[src/rtl/stream_pack_pkg.sv]
// Shared width helpers for the stream packing upsizer and its idle timer.
package stream_pack_pkg;

    localparam int unsigned DEF_IN_WIDTH       = 32;
    localparam int unsigned DEF_RATIO          = 4;
    localparam int unsigned DEF_TIMEOUT_CYCLES = 16;

    // Lane counter width; never narrower than one bit.
    function automatic int unsigned lane_idx_width(input int unsigned ratio);
        return (ratio > 1) ? $clog2(ratio) : 1;
    endfunction

    function automatic int unsigned tmo_cnt_width(input int unsigned timeout_cycles);
        return $clog2(timeout_cycles + 1);
    endfunction

    function automatic int unsigned word_width(input int unsigned in_width,
                                               input int unsigned ratio);
        return in_width * ratio;
    endfunction

endpackage

[src/rtl/stream_pack_timeout.sv]
// Idle timer: counts enabled cycles without a clear and saturates at TIMEOUT_CYCLES.
module stream_pack_timeout
    import stream_pack_pkg::*;
#(
    parameter int unsigned TIMEOUT_CYCLES = DEF_TIMEOUT_CYCLES
) (
    input  logic clk,
    input  logic rst_n,
    input  logic count_en_i,
    input  logic clear_i,
    output logic expired_o
);

    localparam int unsigned TW = tmo_cnt_width(TIMEOUT_CYCLES);
    localparam logic [TW-1:0] LIMIT = TW'(TIMEOUT_CYCLES);

    logic [TW-1:0] count_q, count_d;

    always_comb begin
        count_d = count_q;
        if (clear_i || !count_en_i) begin
            count_d = '0;
        end else if (count_q != LIMIT) begin
            count_d = count_q + 1'b1;
        end
    end

    always_ff @(posedge clk or negedge rst_n) begin
        if (!rst_n) begin
            count_q <= '0;
        end else begin
            count_q <= count_d;
        end
    end

    assign expired_o = (count_q == LIMIT);

endmodule

[src/rtl/stream_pack_upsizer.sv]
// Packs RATIO narrow beats into one wide word with a lane mask and packet-last flag.
// Optional idle flush of partial words under macro STREAM_PACK_TIMEOUT_EN.
module stream_pack_upsizer
    import stream_pack_pkg::*;
#(
    parameter int unsigned IN_WIDTH       = DEF_IN_WIDTH,
    parameter int unsigned RATIO          = DEF_RATIO,
    parameter int unsigned TIMEOUT_CYCLES = DEF_TIMEOUT_CYCLES
) (
    input  logic                                 clk,
    input  logic                                 rst_n,
    input  logic                                 s_valid_i,
    output logic                                 s_ready_o,
    input  logic [IN_WIDTH-1:0]                  s_data_i,
    input  logic                                 s_last_i,
    output logic                                 m_valid_o,
    input  logic                                 m_ready_i,
    output logic [word_width(IN_WIDTH, RATIO)-1:0] m_data_o,
    output logic [RATIO-1:0]                     m_mask_o,
    output logic                                 m_last_o
);

    localparam int unsigned WORD_W = word_width(IN_WIDTH, RATIO);
    localparam int unsigned CNT_W  = lane_idx_width(RATIO);
    localparam int unsigned ACC_W  = IN_WIDTH * (RATIO - 1);

    logic [CNT_W-1:0]  cnt_q, cnt_d;
    logic [ACC_W-1:0]  acc_q, acc_d;
    logic              m_valid_q, m_valid_d;
    logic [WORD_W-1:0] m_data_q, m_data_d;
    logic [RATIO-1:0]  m_mask_q, m_mask_d;
    logic              m_last_q, m_last_d;

    logic              accept, pop, complete, flush;
    logic [WORD_W-1:0] acc_full, word;
    logic [RATIO-1:0]  fill_mask;

    assign s_ready_o = !m_valid_q | m_ready_i;
    assign accept    = s_valid_i & s_ready_o;
    assign pop       = m_valid_q & m_ready_i;
    assign complete  = accept & ((cnt_q == CNT_W'(RATIO - 1)) | s_last_i);

`ifdef STREAM_PACK_TIMEOUT_EN
    logic tmo_expired;

    stream_pack_timeout #(
        .TIMEOUT_CYCLES(TIMEOUT_CYCLES)
    ) u_timeout (
        .clk       (clk),
        .rst_n     (rst_n),
        .count_en_i(cnt_q != '0),
        .clear_i   (accept | flush),
        .expired_o (tmo_expired)
    );

    assign flush = tmo_expired & !s_valid_i & s_ready_o & (cnt_q != '0);
`else
    logic unused_timeout_cfg;
    assign unused_timeout_cfg = ^TIMEOUT_CYCLES;
    assign flush = 1'b0;
`endif

    // One word builder serves both paths: a flush has no accept, so lane cnt stays empty.
    always_comb begin
        acc_full  = {{IN_WIDTH{1'b0}}, acc_q};
        word      = '0;
        fill_mask = '0;
        for (int unsigned i = 0; i < RATIO; i++) begin
            if (i < 32'(cnt_q)) begin
                word[i*IN_WIDTH +: IN_WIDTH] = acc_full[i*IN_WIDTH +: IN_WIDTH];
                fill_mask[i] = 1'b1;
            end else if ((i == 32'(cnt_q)) && accept) begin
                word[i*IN_WIDTH +: IN_WIDTH] = s_data_i;
                fill_mask[i] = 1'b1;
            end
        end
    end

    always_comb begin
        acc_d     = acc_q;
        cnt_d     = cnt_q;
        m_valid_d = m_valid_q;
        m_data_d  = m_data_q;
        m_mask_d  = m_mask_q;
        m_last_d  = m_last_q;

        for (int unsigned i = 0; i < RATIO - 1; i++) begin
            if (accept && !complete && (i == 32'(cnt_q))) begin
                acc_d[i*IN_WIDTH +: IN_WIDTH] = s_data_i;
            end
        end

        if (complete || flush) begin
            cnt_d = '0;
        end else if (accept) begin
            cnt_d = cnt_q + 1'b1;
        end

        if (complete) begin
            m_valid_d = 1'b1;
            m_data_d  = word;
            m_mask_d  = fill_mask;
            m_last_d  = s_last_i;
        end else if (flush) begin
            m_valid_d = 1'b1;
            m_data_d  = word;
            m_mask_d  = fill_mask;
            m_last_d  = 1'b0;
        end else if (pop) begin
            m_valid_d = 1'b0;
        end
    end

    always_ff @(posedge clk or negedge rst_n) begin
        if (!rst_n) begin
            cnt_q     <= '0;
            acc_q     <= '0;
            m_valid_q <= 1'b0;
            m_data_q  <= '0;
            m_mask_q  <= '0;
            m_last_q  <= 1'b0;
        end else begin
            cnt_q     <= cnt_d;
            acc_q     <= acc_d;
            m_valid_q <= m_valid_d;
            m_data_q  <= m_data_d;
            m_mask_q  <= m_mask_d;
            m_last_q  <= m_last_d;
        end
    end

    assign m_valid_o = m_valid_q;
    assign m_data_o  = m_data_q;
    assign m_mask_o  = m_mask_q;
    assign m_last_o  = m_last_q;

endmodule

[config.mk]
export PLATFORM = sky130hd
export DESIGN_NAME = stream_pack_upsizer
export DESIGN_NICKNAME = d
export VERILOG_FILES = /design/src/rtl/stream_pack_pkg.sv /design/src/rtl/stream_pack_timeout.sv /design/src/rtl/stream_pack_upsizer.sv
export SDC_FILE = /design/constraint.sdc
export NUM_CORES = 1
export LEC_CHECK = 0
export BUFFER_PORTS_ARGS = -buffer_cell sky130_fd_sc_hd__buf_2
export CAP_MARGIN = 20
export CORE_MARGIN = 2
export CORE_UTILIZATION = 24
export CTS_CLUSTER_SIZE = 12
export DETAILED_ROUTE_END_ITERATION = 6
export PLACE_DENSITY_LB_ADDON = 0.1
export SLEW_MARGIN = 20
export SYNTH_ARGS = -nofsm -noshare
export SYNTH_HDL_FRONTEND = slang
export SYNTH_HIERARCHICAL = 1
export SYNTH_SLANG_ARGS = --single-unit
[constraint.sdc]
create_clock -name clk -period 5.75 [get_ports clk]
set_input_delay 1.725 -clock clk [delete_from_list [all_inputs] [get_ports clk]]
set_output_delay 1.725 -clock clk [all_outputs]
set_load 0.02 [all_outputs]
## After elaboration in Yosys (flattened, before gate mapping)

Index checks and enable logic that the tools add are counted.

| operators by class | value |
|---|---|
| order comparisons | 3 |
| add/subtract/negate cells | 1 |
| equality and inequality tests | 4 |
| reductions and logical operators | 13 |
| bitwise operators | 5 |
| muxes and demuxes | 18 |

Operators by type and width:

| operator | number |
|---|---|
| 32-bit 2-to-1 mux | 7 |
| 1-bit 2-to-1 mux | 9 |
| 1-bit logical AND | 8 |
| 2-bit equality test, first input constant | 2 |
| 1-bit by 2-bit < comparator with 1-bit output, first input constant | 2 |
| 2-bit 2-to-1 mux | 2 |
| 2-bit nonzero test | 2 |
| 1-bit AND | 3 |
| 2-bit by 1-bit adder with 2-bit output, second input constant | 1 |
| 1-bit by 2-bit equality test with 1-bit output, first input constant | 1 |
| 2-bit equality test, second input constant | 1 |
| 1-bit logical NOT | 2 |
| 2-bit logical NOT | 1 |
| 2-bit < comparator, first input constant | 1 |
| 1-bit bitwise OR | 2 |

| storage, ports and cells | value |
|---|---|
| register bits | 232 |
| input port bits | 37 |
| word-level logic and storage cells | 52 |
| output and inout port bits | 135 |

## Logic depth before layout (Yosys ltp)

Gate-level depths: netlist of the first run.

| depth | value |
|---|---|
| word-level depth | 7 |
| depth in mapped cells | 9 |
| mapped depth without buffers | 5 |

## Worst setup path before layout of the first run

No wires, ideal clock.

| timing path | value |
|---|---|
| kind | input to output |
| start | input port m_ready_i |
| end | output port s_ready_o |
| required time | 4.025 ns |
| setup slack | 1.921 ns |
| path buffers | 1 |
| stages | 2 |
| arrival time | 2.104 ns |
| cell sequence | nand2b_2 > buf_4 |

| on the way | value |
|---|---|
| cells in the longest elaborated chain, start to end | 1 |

RTL lines:

| what | RTL line | source |
|---|---|---|
| start, declared | stream_pack_upsizer.sv:17 | `input logic m_ready_i,` |
| 1-bit bitwise OR | stream_pack_upsizer.sv:38 | `assign s_ready_o = !m_valid_q \| m_ready_i;` |
| end, declared | stream_pack_upsizer.sv:13 | `output logic s_ready_o,` |

Every way passes these cells.

## Final worst setup path of the first run

Same ends and word-level chain as after synthesis.

==> metrics.md, run 1 <==
| Metric | Value |
|---|---|
| Drt initial violations | 181 |
| CTS tree | done |
| Post-synth top flop | dfrtp_1 |
| Setup TNS | 0 ps |
| Gr ovfl total | 0 |
| Yosys top cell area share | 0.5843 |
| Max-Cap Viols | 0 |
| Distinct cells, synth | 27 |
| # port buffers | about 170 |
| Syn nets | a little over 800 |
| Synthesis-to-layout area growth | 22.69% |
| PostCTS Resize Cnt | 0 |
| RR Endpoint | m_data_o[110] |
| GPL Wtd Cong | 0.6713 |
| Req. time, crit path | 4030 ps |
| Vias per cell | between 4 and 5 |
| Worst-margin pin slew | between 1000 and 1500 ps |
| Num CTS Buffers | 29 |
| Slew margin rel. | 0.3051 |
| Mean Syn Cell Area | ~13 um2 |
| Core box area | slightly above 40,000 um2 |
| Cell depth of the worst flop-to-flop path | 5 |
| P_leak | slightly below 6 nW |
| Tcrit/Tclk final | 0.7160 |
| Peak supply drop | approximately 0.00024 V |
| Reg-to-Reg Start | cnt_q[1] |
| # diodes | 0 |
| Initial antenna violation count | 0 |
| Die width | 207.5 um |
| Top-count cell post-synth | dfrtp_1 |
| Synth Instances | between 700 and 800 |
| CP dominant cell by count | buf_2 |
| Skew-Pair Late Insertion Delay | around 560 ps |
| Max-slew violation count | 0 |
| RSZ-0062 raised after global routing | no |
| Peak per-stage delay on the critical path | 330 ps |
| Root buf cell | clkbuf_16 |
| H-Tree Depth | 1 |
| Layout cells sized above 1 | 0.4210 |
| Hold Path Class | reg2reg |
| CP max stage cell | nand2b_2 |
| Critical Path AT | about 2400 ps |
| Synth top cells by count | dfrtp_1 (232), mux2_2 (165), nand2_1 (129) |
| Via count | roughly 6,500 |
| Netlist Area Pre-Place | 9936 um2 |
| Worst-path clk slew | 50 ps |
| FFs w/ async S/R, synth | 1.000 |
| Largest net degree at the start of global routing | 109 |
| Placed cells | 1,422 |
| Reg2reg setup slack | ~2500 ps |
| Synth area leader | dfrtp_1 |
| Final WL | between 20 and 30 mm |
| Outcome | finished, final reports clean |
| First drt pass iteration count | 4 |
| Yosys warning count | 6 |
| CP Cell Sequence | buf_2 > nand2b_2 > buf_2 |
| Top cells by area, synth | dfrtp_1 (58%), mux2_2 (19%), mux2_1 (6.7%) |
| Initial Util | 0.2433 |
| Clk buf depth | 3 |
| First-pass GRT wire length | around 43 mm |
| CP delay by family, top | simple AND/OR/NAND/NOR gates |
| # IOs | 172 |
| Fin nets | 962 |
| CP Launch Type | input pin |
| Hold path depth | 1 |
| Final ANT Viol Nets | 0 |
| Worst clock skew | 12.64 ps |
| Final hold viol count | 0 |
| Cell Pwr Density | approximately 490 nW/um2 |
| Post-synthesis sequential area ratio | 0.5843 |
| FF+latch count, synth | 232 |
| Final Non-Filler Cells | approximately 1,500 |
| Crit path max fanout | 12 |
| Post-synth EDFFs | 0 |
| Hold Startpoint | m_mask_o[0] |
| Hold Crit Endpoint | m_mask_o[0] |
| Total die area | between 40,000 and 50,000 um2 |
| CTS sink cnt | approximately 230 |
| Cts hold-fix bufs | 0 |
| Final setup vio count | 0 |
| Hold WS | around 470 ps |
| Crit path kind | in2out |
| Crit. End Element | output port |
| DIE HEIGHT | 207.5 um |
| Fmax | ~240 MHz |
| Post-layout minimum cycle time | 4117 ps |
| Post-CTS setup buffer count | 0 |
| Total Routing Usage GR | 0.1259 |
| Number of global-route vias before repair | ~6,900 |
| Row cnt | 74 |
| Drt drc | 0 |
| CP Buf/Inv Count | 2 |
| Detailed placement HPWL | about 16 mm |
| Avg WL per Cell | about 18 um |
[cells by family after synthesis]
group / after synthesis / synth area share
buffers and inverters: 60 / 0.03035
AOI/OAI and AO/OA: 102 / 0.06448
and+or+nand+nor: 143 / 0.06095
DFF: 232 / 0.5843
adders and majority gates: 4 / 0.005037
muxes: 225 / 0.2549
[stage by stage]
stage	area (um2)	total power, mW	setup WS, ps	util
4_1_cts	12190	6.152	1634	0.2986
3_5_place_dp	11320	4.393	1636	0.2773
5_1_grt	12190	6.415	1606	0.2986
2_1_floorplan	9936	3.729	1921	-
6_report	12190	6.016	1633	0.2986
3_3_place_gp	11320	4.367	1632	0.2773
[routing by layer]
layer | wire [um] | global-route usage | vias up
li1 | - | - | 2994
met1 | 12390 | 0.1649 | 3328
met2 | 12870 | 0.2091 | 125
met3 | 1310 | 0.02693 | 37
met4 | 550 | 0.03645 | 0
met5 | 0 | 0 | -
[cells in the final DEF, fill, tap and decap left out]
cell and count:
mux2i_1 1, a22o_1 32, nor2_4 1, dfrtp_2 1
inv_6 1, ha_2 4, mux2_2 165, buf_4 5
a21o_1 1, nand4_1 2, nand2_1 129, dfrtp_1 231
a41oi_1 1, buf_12 3, o22a_1 1, o21ai_0 67
nand3_1 1, mux2_1 59, clkinv_2 7, clkbuf_8 4
buf_8 1, nor2_1 2, clkbuf_16 29, nand2b_2 1
and3_2 1, and2_1 1, inv_1 5, buf_2 170
nand4_4 3, nand2b_1 1, nand3b_4 1, clkbuf_1 12
[state kept, by name, indices dropped and copies added, names as in the netlist]
register	flops
m_last_o	1
cnt_q	2
m_data_o	128
m_mask_o	4
acc_q	96
m_valid_o	1
[worst reg2reg max path: cells and delay by family (launching register included)]
family	cells	cell delay [ps]
compound gates	1	290
fa+ha+maj	1	380
buf+inv	2	1170
flops	1	370
simple gates	1	980
[layout make-up]
type / count / area [um2]
fill: 4187 / 28640
clock inverter: 8 / 43.79
clock buffer: 45 / 825.8
sequential: 232 / 5807
multi-input combinational: 474 / 3866
tap: 532 / 665.6
inverter: 5 / 18.77
timing repair buffer: 179 / 963.4
[how the worst max path moves through the flow]
stage               from        end  cells past startpoint
6_report       m_ready_i  s_ready_o                      3
5_1_grt        m_ready_i  s_ready_o                      3
4_1_cts        m_ready_i  s_ready_o                      3
3_5_place_dp   m_ready_i  s_ready_o                      3
3_3_place_gp   m_ready_i  s_ready_o                      3
2_1_floorplan  m_ready_i  s_ready_o                      2
[power by group]
| part | total [mW] | switching [mW] | internal, mW |
|---|---|---|---|
| sequential | 2.55 | 0.303 | 2.25 |
| clock | 1.70 | 0.723 | 0.980 |
| combinational | 1.76 | 0.967 | 0.797 |
| total | 6.02 | 1.99 | 4.02 |
No activity file was read; power rests on OpenSTA's default activity.
==> run 2: changes to the inputs <==
- ABC_AREA: default -> 1
- clock period: 5.75 -> 4.1 ns (I/O delays scaled with it)
==> metrics.md, run 2 <==
| Metric | Value |
|---|---|
| Reg-to-Reg Start | cnt_q[1] (unchanged) |
| Post-synthesis sequential area ratio | 0.5125 (was 0.5843) |
| H-Tree Depth | 1 (unchanged) |
| Cell internal pwr | 5.385 mW (was 4.024 mW) |
| Row cnt | 79 (was 74) |
| PostCTS Resize Cnt | 0 (unchanged) |
| Hold Path Class | reg2reg (unchanged) |
| Num CTS Buffers | 30 (was 29) |
| Gr ovfl total | 0 (unchanged) |
| Root buf cell | clkbuf_16 (unchanged) |
| First-pass GRT wire length | 63.71 mm (was 42.66 mm) |
| Hold Startpoint | acc_q[54] (was m_mask_o[0]) |
| GPL Wtd Cong | 0.7260 (was 0.6713) |
| Cell Pwr Density | 630.3 nW/um2 (was 493.5 nW/um2) |
| Crit path max fanout | 5 (was 12) |
| Worst-margin pin slew | 1140 ps (was 1042 ps) |
| Psw | 3.253 mW (was 1.993 mW) |
| Final setup vio count | 0 (unchanged) |
| Fin nets | 1,701 (was 962) |
| Syn nets | 1,578 (was 807) |
| Crit. End Element | output port (unchanged) |
| Post-layout minimum cycle time | 3039 ps |
| Design Area, Final | 13,700 um2 (was 12,190 um2) |
| Slew margin rel. | 0.2397 (was 0.3051) |
| RR Endpoint | acc_q[58] (was m_data_o[110]) |
| Hold Crit Endpoint | acc_q[54] (was m_mask_o[0]) |
| Comb pwr share | 0.290 (was 0.293) |
| Critical Path AT | 1810 ps (was 2390 ps) |
| Initial antenna violation count | 1 (was 0) |
| Avg WL per Cell | 17.85 um (was 18.39 um) |
| Cts hold-fix bufs | 0 (unchanged) |
| Cell Area, Placed | 12,750 um2 (was 11,320 um2) |
| Via count | 10,100 (was 6,484) |
| Crit path kind | in2out (unchanged) |
| Core box area | 46,560 um2 (was 40,830 um2) |
| Layout cells sized above 1 | 0.1496 (was 0.4210) |
| Top-count cell post-synth | nand2_1 (was dfrtp_1) |
| CTS tree | done (unchanged) |
| Synth top cells by count | nand2_1 (527), inv_1 (238), dfrtp_1 (232) (was dfrtp_1 (232), mux2_2 (165), nand2_1 (129)) |
| Leading cell types in the layout, fill and taps excluded | nand2_1 (527), inv_1 (237), dfrtp_1 (231) (was dfrtp_1 (231), buf_2 (170), mux2_2 (165)) |
| Clock network fraction of design power | 0.300 (was 0.283) |
| Cell depth of the worst flop-to-flop path | 8 (was 5) |
| Peak supply drop | 0.0002814 V (was 0.0002364 V) |
| Die width | 221.3 um (was 207.5 um) |
| First drt pass iteration count | 5 (was 4) |
| Total Routing Usage GR | 0.1654 (was 0.1259) |
| Tcrit/Tclk final | 0.7411 |
| Yosys warning count | 6 (unchanged) |
| CTS sink cnt | 232 (unchanged) |
| Post-synth top flop | dfrtp_1 (unchanged) |
| DIE HEIGHT | 221.3 um (was 207.5 um) |
| Yosys top cell area share | 0.5125 (was 0.5843) |
| Initial Util | 0.2433 (about the same) |
| Synth Instances | 1,537 (was 766) |
| Max-slew violation count | 0 (unchanged) |
| Synth area leader | dfrtp_1 (unchanged) |
| Hold path depth | 2 (was 1) |
| Worst-path clk slew | 60 ps (was 50 ps) |
| Reg area | 5807 um2 (unchanged) |
| Setup TNS | 0 ps (unchanged) |
| Max-Cap Viols | 0 (unchanged) |
| Worst clock skew | 11.02 ps (was 12.64 ps) |
| FF+latch count, synth | 232 (unchanged) |
| Post-synth EDFFs | 0 (unchanged) |
| Drt initial violations | 655 (was 181) |
| Reg2reg setup slack | 1320 ps (was 2500 ps) |
| Synthesis-to-layout area growth | 20.97% (was 22.69%) |
| Netlist Area Pre-Place | 11,330 um2 (was 9936 um2) |
| RSZ-0062 raised after global routing | no (unchanged) |
| Reg power frac | 0.410 (was 0.424) |
| Finished Core Util | 0.2944 (was 0.2986) |
| # port buffers | 171 (unchanged) |
| Vias per cell | 4.408 (was 4.396) |
| Top cells by area, synth | dfrtp_1 (51%), nand2_1 (17%), inv_1 (7.9%) (was dfrtp_1 (58%), mux2_2 (19%), mux2_1 (6.7%)) |
| Fmax | roughly 330 MHz |
| Outcome | finished, final reports clean (unchanged) |
| Largest net degree at the start of global routing | 199 (was 109) |
| Fillcell total | 5,096 (was 4,187) |
| Final hold viol count | 0 (unchanged) |
| # IOs | 172 (unchanged) |
| Skew-Pair Late Insertion Delay | 560 ps (about the same) |
| Sw Ratio | 0.3766 (was 0.3312) |
| Req. time, crit path | 2870 ps (was 4030 ps) |
| Mean Syn Cell Area | 7.370 um2 (was 12.97 um2) |
| Final WL | 40.90 mm (was 27.13 mm) |
| Post-CTS setup buffer count | 0 (unchanged) |
| Total die area | 48,960 um2 (was 43,040 um2) |
| FFs w/ async S/R, synth | 1.000 (unchanged) |
| Drt drc | 0 (unchanged) |
| Detailed placement HPWL | 24.75 mm (was 15.55 mm) |
| Number of global-route vias before repair | 10,030 (was 6,853) |
| Most common cell after layout, fill and taps aside | nand2_1 (was dfrtp_1) |
| # diodes | 0 (unchanged) |
| CP Launch Type | input pin (unchanged) |
| Multi-input gate area | 4184 um2 (was 3866 um2) |
| Final ANT Viol Nets | 0 (unchanged) |
| Largest register FFs | 128 (unchanged) |
| Distinct cells, synth | 19 (was 27) |
| Clk buf depth | 3 (unchanged) |
| P_leak | 8.134 nW (was 5.776 nW) |
[run 2: cell count changes after synthesis, moves of 26 or more]
cell | previous run | this run
clkbuf_1 | 20 | 46
nand2_1 | 129 | 527
inv_1 | 5 | 238
a21oi_1 | 0 | 64
mux2_2 | 165 | 0
nor2_1 | 2 | 128
o21ai_0 | 67 | 19
a22o_1 | 32 | 0
nand3_1 | 1 | 98
buf_2 | 19 | 49
mux2_1 | 59 | 0
nand4_1 | 2 | 96
[run 2: critical path: stages]
cell and delay [ps]:
buf_2 100, inv_1 150, nand2_4 120, buf_2 200
[run 2: how the worst max path moves through the flow]
stage	slack (ps)	startpoint	end	cells past startpoint
3_5_place_dp	1020	s_valid_i	m_data_o[38]	5
6_report	1060	m_ready_i	s_ready_o	4
3_3_place_gp	1040	s_valid_i	m_data_o[15]	7
5_1_grt	1030	m_ready_i	s_ready_o	4
4_1_cts	1050	m_ready_i	s_ready_o	4
2_1_floorplan	1050	m_ready_i	s_ready_o	3
[run 2: cells by family after synthesis]
group           Yosys count  synth area share
flops                   232            0.5125
compound gates          101           0.04517
simple gates            856            0.3175
buf+inv                 344            0.1204
fa+ha+maj                 4          0.004418
[run 2: routing by layer]
| metal | part of all wire | GRT usage |
|---|---|---|
| met5 | 0.00017 | 0 |
| met4 | 0.017 | 0.03745 |
| met3 | 0.035 | 0.02257 |
| met2 | 0.44 | 0.2501 |
| met1 | 0.51 | 0.2486 |
[run 2: layout make-up]
class,instances,area share
tap,607,0.05542
multi-input combinational,961,0.3053
clock buffer,48,0.06491
inverter,238,0.06528
sequential,232,0.4237
clock inverter,8,0.005021
timing repair buffer,197,0.08034
[run 2: power by group through the flow]
stage | logic [mW] | registers, mW | clock network [mW]
finish | 2.51 | 3.54 | 2.59
global route | 2.86 | 3.66 | 2.77
CTS | 2.56 | 3.56 | 2.69
detailed placement | 2.55 | 3.58 | 0
global placement | 2.54 | 3.57 | 0
floorplan | 1.29 | 3.85 | 0
[run 2: per-stage QoR]
| stage | setup WS, ps | power (mW) | hold WS [ps] | std cells |
|---|---|---|---|---|
| after floorplan | 1053 | 5.135 | 441.7 | 1537 |
| after global placement | 1041 | 6.118 | 448.1 | 2235 |
| after detailed placement | 1021 | 6.131 | 458.3 | 2235 |
| after CTS | 1050 | 8.804 | 473.4 | 2291 |
| after global routing | 1025 | 9.280 | 489.2 | 2291 |
| final | 1061 | 8.638 | 468.3 | 2291 |
